## src/rtl/sine_voice_scheduler_pkg.sv

```systemverilog
// Shared types and helpers for the sine voice scheduler.
// Holds the sequencer state encoding and the mix-width derivation.
package sine_voice_scheduler_pkg;

    typedef enum logic {
        IDLE = 1'b0,
        RUN  = 1'b1
    } state_t;

    // Sum of NUM_VOICES signed OUTPUT_BITS values needs log2(N) guard bits.
    function automatic int mix_width(input int out_bits, input int voices);
        return out_bits + $clog2(voices);
    endfunction

endpackage

```

## src/rtl/sine_voice_scheduler_voice_param_bank.sv

```systemverilog
// Per-voice frequency, enable and phase accumulator storage.
// Config writes and sequencer accumulate steps share one register set.
module voice_param_bank
    import sine_voice_scheduler_pkg::*;
#(
    parameter int NUM_VOICES       = 4,
    parameter int ACCUMULATOR_BITS = 24,
    parameter int VOICE_BITS       = 2
) (
    input  logic                        clk,
    input  logic                        rst,
    input  logic                        cfg_we,
    input  logic [VOICE_BITS-1:0]       cfg_voice,
    input  logic [ACCUMULATOR_BITS-1:0] cfg_freq,
    input  logic                        cfg_enable,
    input  logic                        step,
    input  logic [VOICE_BITS-1:0]       step_voice,
    input  logic [VOICE_BITS-1:0]       next_voice,
    output logic                        cur_enable,
    output logic [ACCUMULATOR_BITS-1:0] next_accumulator
);

    logic [ACCUMULATOR_BITS-1:0] freq [NUM_VOICES];
    logic [ACCUMULATOR_BITS-1:0] acc  [NUM_VOICES];
    logic                        en   [NUM_VOICES];

    for (genvar i = 0; i < NUM_VOICES; i++) begin : g_voice
        logic wr_hit;
        logic step_hit;

        assign wr_hit   = cfg_we && (cfg_voice == VOICE_BITS'(i));
        assign step_hit = step && (step_voice == VOICE_BITS'(i));

        // Config write wins over a same-edge accumulate; the step uses old freq/en.
        always_ff @(posedge clk or posedge rst) begin
            if (rst) begin
                freq[i] <= '0;
                en[i]   <= 1'b0;
                acc[i]  <= '0;
            end else begin
                if (wr_hit) begin
                    freq[i] <= cfg_freq;
                    en[i]   <= cfg_enable;
                end
                if (wr_hit && !cfg_enable) begin
                    acc[i] <= '0;
                end else if (step_hit && en[i]) begin
                    acc[i] <= acc[i] + freq[i];
                end
            end
        end
    end

    assign cur_enable       = en[step_voice];
    assign next_accumulator = acc[next_voice];

endmodule

```

## src/rtl/sine_voice_scheduler.sv

```systemverilog
// Time-multiplexes one external sine LUT across NUM_VOICES voices.
// Each sample tick walks the voices in order and emits their summed output.
module sine_voice_scheduler
    import sine_voice_scheduler_pkg::*;
#(
    parameter int NUM_VOICES       = 4,
    parameter int ACCUMULATOR_BITS = 24,
    parameter int OUTPUT_BITS      = 16,
    localparam int VOICE_BITS      = $clog2(NUM_VOICES),
    localparam int MIX_BITS        = mix_width(OUTPUT_BITS, NUM_VOICES)
) (
    input  logic                        clk,
    input  logic                        rst,
    input  logic                        sample_tick,
    input  logic                        cfg_we,
    input  logic [VOICE_BITS-1:0]       cfg_voice,
    input  logic [ACCUMULATOR_BITS-1:0] cfg_freq,
    input  logic                        cfg_enable,
    output logic [ACCUMULATOR_BITS-1:0] lut_accumulator,
    input  logic [OUTPUT_BITS-1:0]      lut_dout,
    output logic [MIX_BITS-1:0]         sample_out,
    output logic                        sample_valid,
    output logic                        busy,
    output logic                        overrun
);

    state_t                      state;
    state_t                      state_next;
    logic [VOICE_BITS-1:0]       idx;
    logic [VOICE_BITS-1:0]       next_voice;
    logic [MIX_BITS-1:0]         sum;
    logic [MIX_BITS-1:0]         contribution;
    logic [OUTPUT_BITS-1:0]      signed_dout;
    logic [ACCUMULATOR_BITS-1:0] next_accumulator;
    logic                        cur_enable;
    logic                        accept;
    logic                        step;
    logic                        last;
    logic                        finish;
    logic                        drop;

    voice_param_bank #(
        .NUM_VOICES      (NUM_VOICES),
        .ACCUMULATOR_BITS(ACCUMULATOR_BITS),
        .VOICE_BITS      (VOICE_BITS)
    ) u_bank (
        .clk             (clk),
        .rst             (rst),
        .cfg_we          (cfg_we),
        .cfg_voice       (cfg_voice),
        .cfg_freq        (cfg_freq),
        .cfg_enable      (cfg_enable),
        .step            (step),
        .step_voice      (idx),
        .next_voice      (next_voice),
        .cur_enable      (cur_enable),
        .next_accumulator(next_accumulator)
    );

    assign last = (idx == VOICE_BITS'(NUM_VOICES - 1));

    // Sequencer state register.
    always_ff @(posedge clk or posedge rst) begin
        if (rst) begin
            state <= IDLE;
        end else begin
            state <= state_next;
        end
    end

    // Next state: a tick starts a run, the last voice ends it.
    always_comb begin
        state_next = state;
        unique case (state)
            IDLE: if (sample_tick) state_next = RUN;
            RUN:  if (last) state_next = IDLE;
            default: state_next = IDLE;
        endcase
    end

    // Control strobes decoded from the current state.
    always_comb begin
        accept     = 1'b0;
        step       = 1'b0;
        finish     = 1'b0;
        drop       = 1'b0;
        next_voice = '0;
        unique case (state)
            IDLE: begin
                accept = sample_tick;
            end
            RUN: begin
                step       = 1'b1;
                finish     = last;
                drop       = sample_tick;
                next_voice = idx + 1'b1;
            end
            default: ;
        endcase
    end

    // Offset-binary LUT word to signed, widened to the mix width.
    always_comb begin
        signed_dout  = {~lut_dout[OUTPUT_BITS-1], lut_dout[OUTPUT_BITS-2:0]};
        contribution = '0;
        if (cur_enable) begin
            contribution = {{VOICE_BITS{signed_dout[OUTPUT_BITS-1]}}, signed_dout};
        end
    end

    // Datapath: voice index, LUT address, running sum and output strobes.
    always_ff @(posedge clk or posedge rst) begin
        if (rst) begin
            idx             <= '0;
            sum             <= '0;
            lut_accumulator <= '0;
            sample_out      <= '0;
            sample_valid    <= 1'b0;
            busy            <= 1'b0;
            overrun         <= 1'b0;
        end else begin
            sample_valid <= finish;
            overrun      <= drop;
            if (accept) begin
                idx             <= '0;
                sum             <= '0;
                lut_accumulator <= next_accumulator;
                busy            <= 1'b1;
            end
            if (step) begin
                sum <= sum + contribution;
                if (!last) begin
                    idx             <= idx + 1'b1;
                    lut_accumulator <= next_accumulator;
                end else begin
                    sample_out <= sum + contribution;
                    busy       <= 1'b0;
                end
            end
        end
    end

endmodule
```

## config.mk

```make
export PLATFORM = sky130hd
export DESIGN_NAME = sine_voice_scheduler
export DESIGN_NICKNAME = d
export VERILOG_FILES = /design/src/rtl/sine_voice_scheduler_pkg.sv /design/src/rtl/sine_voice_scheduler_voice_param_bank.sv /design/src/rtl/sine_voice_scheduler.sv
export SDC_FILE = /design/constraint.sdc
export NUM_CORES = 1
export LEC_CHECK = 0
export ABC_CLOCK_PERIOD_IN_PS = 23000
export CAP_MARGIN = 15
export CORE_MARGIN = 1
export CORE_UTILIZATION = 65
export CTS_BUF_LIST = sky130_fd_sc_hd__clkbuf_16
export CTS_CLUSTER_DIAMETER = 50
export DETAILED_ROUTE_END_ITERATION = 7
export PLACE_DENSITY_LB_ADDON = 0.08
export SLEW_MARGIN = 20
export SYNTH_ARGS = -nofsm -noshare
export SYNTH_HDL_FRONTEND = slang
export SYNTH_SLANG_ARGS = --single-unit
```

## constraint.sdc

```tcl
create_clock -name clk -period 23 [get_ports clk]
set_clock_uncertainty 0.2 [all_clocks]
set_input_delay 4.6 -clock clk [delete_from_list [all_inputs] [get_ports clk]]
set_output_delay 4.6 -clock clk [all_outputs]
set_load 0.05 [all_outputs]
```

==> summary.md <==
| Metric | Value |
|---|---|
| Crit path max fanout | `4` |
| Die width | `157.8 µm` |
| Worst setup SP type | `input port` |
| TritonCTS clock tree | `done` |
| # DRC | `0` |
| Setup-failing EPs final | `0` |
| Clk_lat worst skew | `0.51 ns` |
| Hold path endpoint | `lut_accumulator[14]$_DFF_PP0_` |
| RSZ-0062 raised after global routing | `false` |
| Die height | `157.8 µm` |
| Yosys warns | `0` |
| CTS resizes | `0` |
| Crit end category | `flop` |
| Req. time, crit path | `23.20 ns` |
| Cell with the most instances on the worst path | `a21oi_1` |
| Synth unique cells | `69` |
| Number of core rows | `56` |
| Slew Limit Fails | `0` |
| Highest-count cells in the layout ignoring fill and taps | `dfrtp_1 (262), nand2_1 (223), mux2_2 (137)` |
| Clock root cell | `clkbuf_16` |
| Largest net degree at the start of global routing | `125` |
| Largest stage delay on the critical path | `0.46 ns` |
| CTS Buf Count | `36` |
| R2R cell count | `13` |
| Outcome | `finished, final reports clean` |
| Port-buffer cells | `91` |
| WHS Path Cells | `2` |
| Total number of clock tree sinks | `262` |
| 1st-iter DRT viols | `1,085` |
| Final instance area | `18,150 µm²` |
| Mean Syn Cell Area | `9.716 µm²` |
| FF-to-FF Start | `u_bank.en[3]$_DFFE_PP0P_` |
| HPWL after detailed placement | `28.66 mm` |
| Cells along the critical path | `clkdlybuf4s50_1 -> and2_1 -> ha_1 -> fa_1 -> a211oi_1 -> o21bai_1 -> a21oi_1 -> nor2_1 -> o2111a_1 -> o21ai_0 -> a21oi_1 -> xor2_1 -> mux2_2` |
| Grt total ovfl | `0` |
| Vias in the first global route | `12,907` |
| Commonest non-fill, non-tap cell in the layout | `dfrtp_1` |
| Largest cells by area after synthesis | `dfrtp_1 (42%), mux2_2 (9.8%), ha_1 (9.0%)` |
| Sequential share of the synthesized area | `41.55%` |
| Setup TNS | `0 ns` |
| Post-synth top area share | `41.55%` |
| CP Class | `input port to flop` |
| Tightest Hold Check Type | `flop to flop` |
| Final net count | `1,872` |
| Max frequency | `0.1315 GHz` |
| Post-synth top area cell | `dfrtp_1` |
| Dominant synthesized flop cell | `dfrtp_1` |
| Tmin final | `7.605 ns` |
| Mapped cell area | `15,780 µm²` |
| Antenna Cells | `0` |
| Cell Pwr Density | `156.4 nW/µm²` |
| R2r setup slk | `18.72 ns` |
| Cell at the slowest stage of the critical path | `fa_1` |
| Cells after Synth | `1,624` |
| Max VDD drop | `0.0001170 V` |
| HP Start | `lut_accumulator[14]$_DFF_PP0_` |
| WL/cell | `19.83 µm` |
| Setup repair bufs after CTS | `0` |
| Layout cell share with drive strength beyond 1 | `13.23%` |
| Max-cap violations | `0` |
| Clock-pin slew on the worst setup and hold paths | `0.06 ns` |
| DRT Pass-1 Iters | `8` |
| #FFs+latches synth | `262` |
| Vias | `12,920` |
| Max Buffers Root-to-Sink | `3` |
| Crit share post-route | `33.07%` |
| Least-Margin Pin Slew | `1.064 ns` |
| IO Pins | `92` |
| Area Growth Syn to Fin | `15.03%` |
| GPL Wtd Cong | `0.9493` |
| Core area | `23,610 µm²` |
| H-tree depth | `2` |
| Reg-to-Reg End | `sample_out[16]$_DFFE_PP0P_` |
| Initial Util | `66.82%` |
| Die area | `24,900 µm²` |
| Vias per cell | `6.302` |
| Final Core Density | `76.87%` |
| Slew margin rel. | `28.80%` |
| Async set or reset register ratio after synthesis | `100.0%` |
| Initial antenna violation count | `0` |
| EDFF count, synth | `0` |
| WL final | `40.64 mm` |
| Arrival @ worst endpoint | `7.81 ns` |
| Final hold vios | `0` |
| Placed Area | `17,010 µm²` |
| Syn_nets | `1,789` |
| Total leakage power | `0.008213 µW` |
| First-pass GRT wire length | `65.94 mm` |
| Final ANT Viol Nets | `0` |
| Hold-fix buffers at CTS | `0` |
| GR Util All Layers | `34.05%` |
where the power goes:
part / total [µW] / switching (µW) / internal (µW)
Sequential: 757 / 126 / 632
Combinational: 1540 / 916 / 628
Clock: 538 / 212 / 326
Total: 2840 / 1250 / 1590
worst max path at each step:
| stage | to | slack (ns) | from | cells after the start |
|---|---|---|---|---|
| after floorplan | busy$_DFF_PP0_ | 10.99 | rst | 1 |
| after global placement | sample_out[14]$_DFFE_PP0P_ | 14.99 | lut_dout[0] | 13 |
| after detailed placement | sample_out[16]$_DFFE_PP0P_ | 14.87 | lut_dout[0] | 13 |
| after CTS | sample_out[16]$_DFFE_PP0P_ | 15.37 | lut_dout[0] | 13 |
| after global routing | sample_out[14]$_DFFE_PP0P_ | 15.19 | lut_dout[0] | 13 |
| final | sample_out[16]$_DFFE_PP0P_ | 15.39 | lut_dout[0] | 13 |
registers in the layout (all words and copies together), names as in the netlist:
register         count
sum                 18
busy                 1
u_bank.en            4
sample_valid         1
idx                  2
u_bank.freq         96
sample_out          18
lut_accumulator     24
state                1
u_bank.acc          96
overrun              1
area by class of cell:
type                    count  area (µm²)
clock buffers              37       925.9
clock inverters            25       215.2
fillers                  1679        5461
inverters                  43       168.9
multi-input cells        1257        8855
flip-flops and latches    262        6556
well taps                 319       399.1
repair buffers            107        1031
cells in the mapped netlist, types with 8 or more instances:
master,n
nand3_1,49
a21oi_1,119
o21a_1,18
dfrtp_1,262
nand2_1,223
nor2_1,76
xor2_1,27
and2_1,18
o211ai_1,14
o21bai_1,17
clkbuf_1,58
a211oi_1,16
or3_1,10
nand2b_1,8
inv_1,42
a21o_1,33
a31oi_1,13
nor3_1,18
o21ai_0,125
ha_1,113
and3_1,11
nor2b_1,20
xnor2_1,56
a22o_1,33
mux2_2,137
kinds of logic (layout without fill, tap and decap cells):
family	count (synthesis)	count (layout)	share of synthesized area (%)
mux	141	141	10.11
flops	262	262	41.55
xor+xnor	83	83	4.607
compound gates	450	450	18.29
simple gates	465	465	13.35
fa+ha+maj	118	118	9.595
buf+inv	105	212	2.498
routing by layer:
layer,global-route usage (%),share of wire (%)
met4,17.11,4.8
met1,42.92,42
met3,4.325,5.6
met2,57.71,48
met5,0,0
through the flow:
stage	total power [µW]	worst slack (ns)	hold WS, ns	instances
2_1_floorplan	1882	10.99	0.2699	1624
3_3_place_gp	2215	14.99	0.2595	1988
3_5_place_dp	2271	14.87	0.2697	1988
4_1_cts	2826	15.37	0.2839	2050
5_1_grt	3034	15.19	0.3069	2050
6_report	2838	15.39	0.2837	2050
worst max-delay path, delay by kind of cell:
| kind | cells | cell delay, ns |
|---|---|---|
| multiplexers | 1 | 0.27 |
| XOR/XNOR | 1 | 0.16 |
| adder cells (fa/ha/maj) | 2 | 0.69 |
| buffers and inverters | 1 | 0.39 |
| AND/OR/NAND/NOR | 2 | 0.25 |
| AO/OA/AOI/OAI | 6 | 1.45 |
No activity file was read; power rests on OpenSTA's default activity.
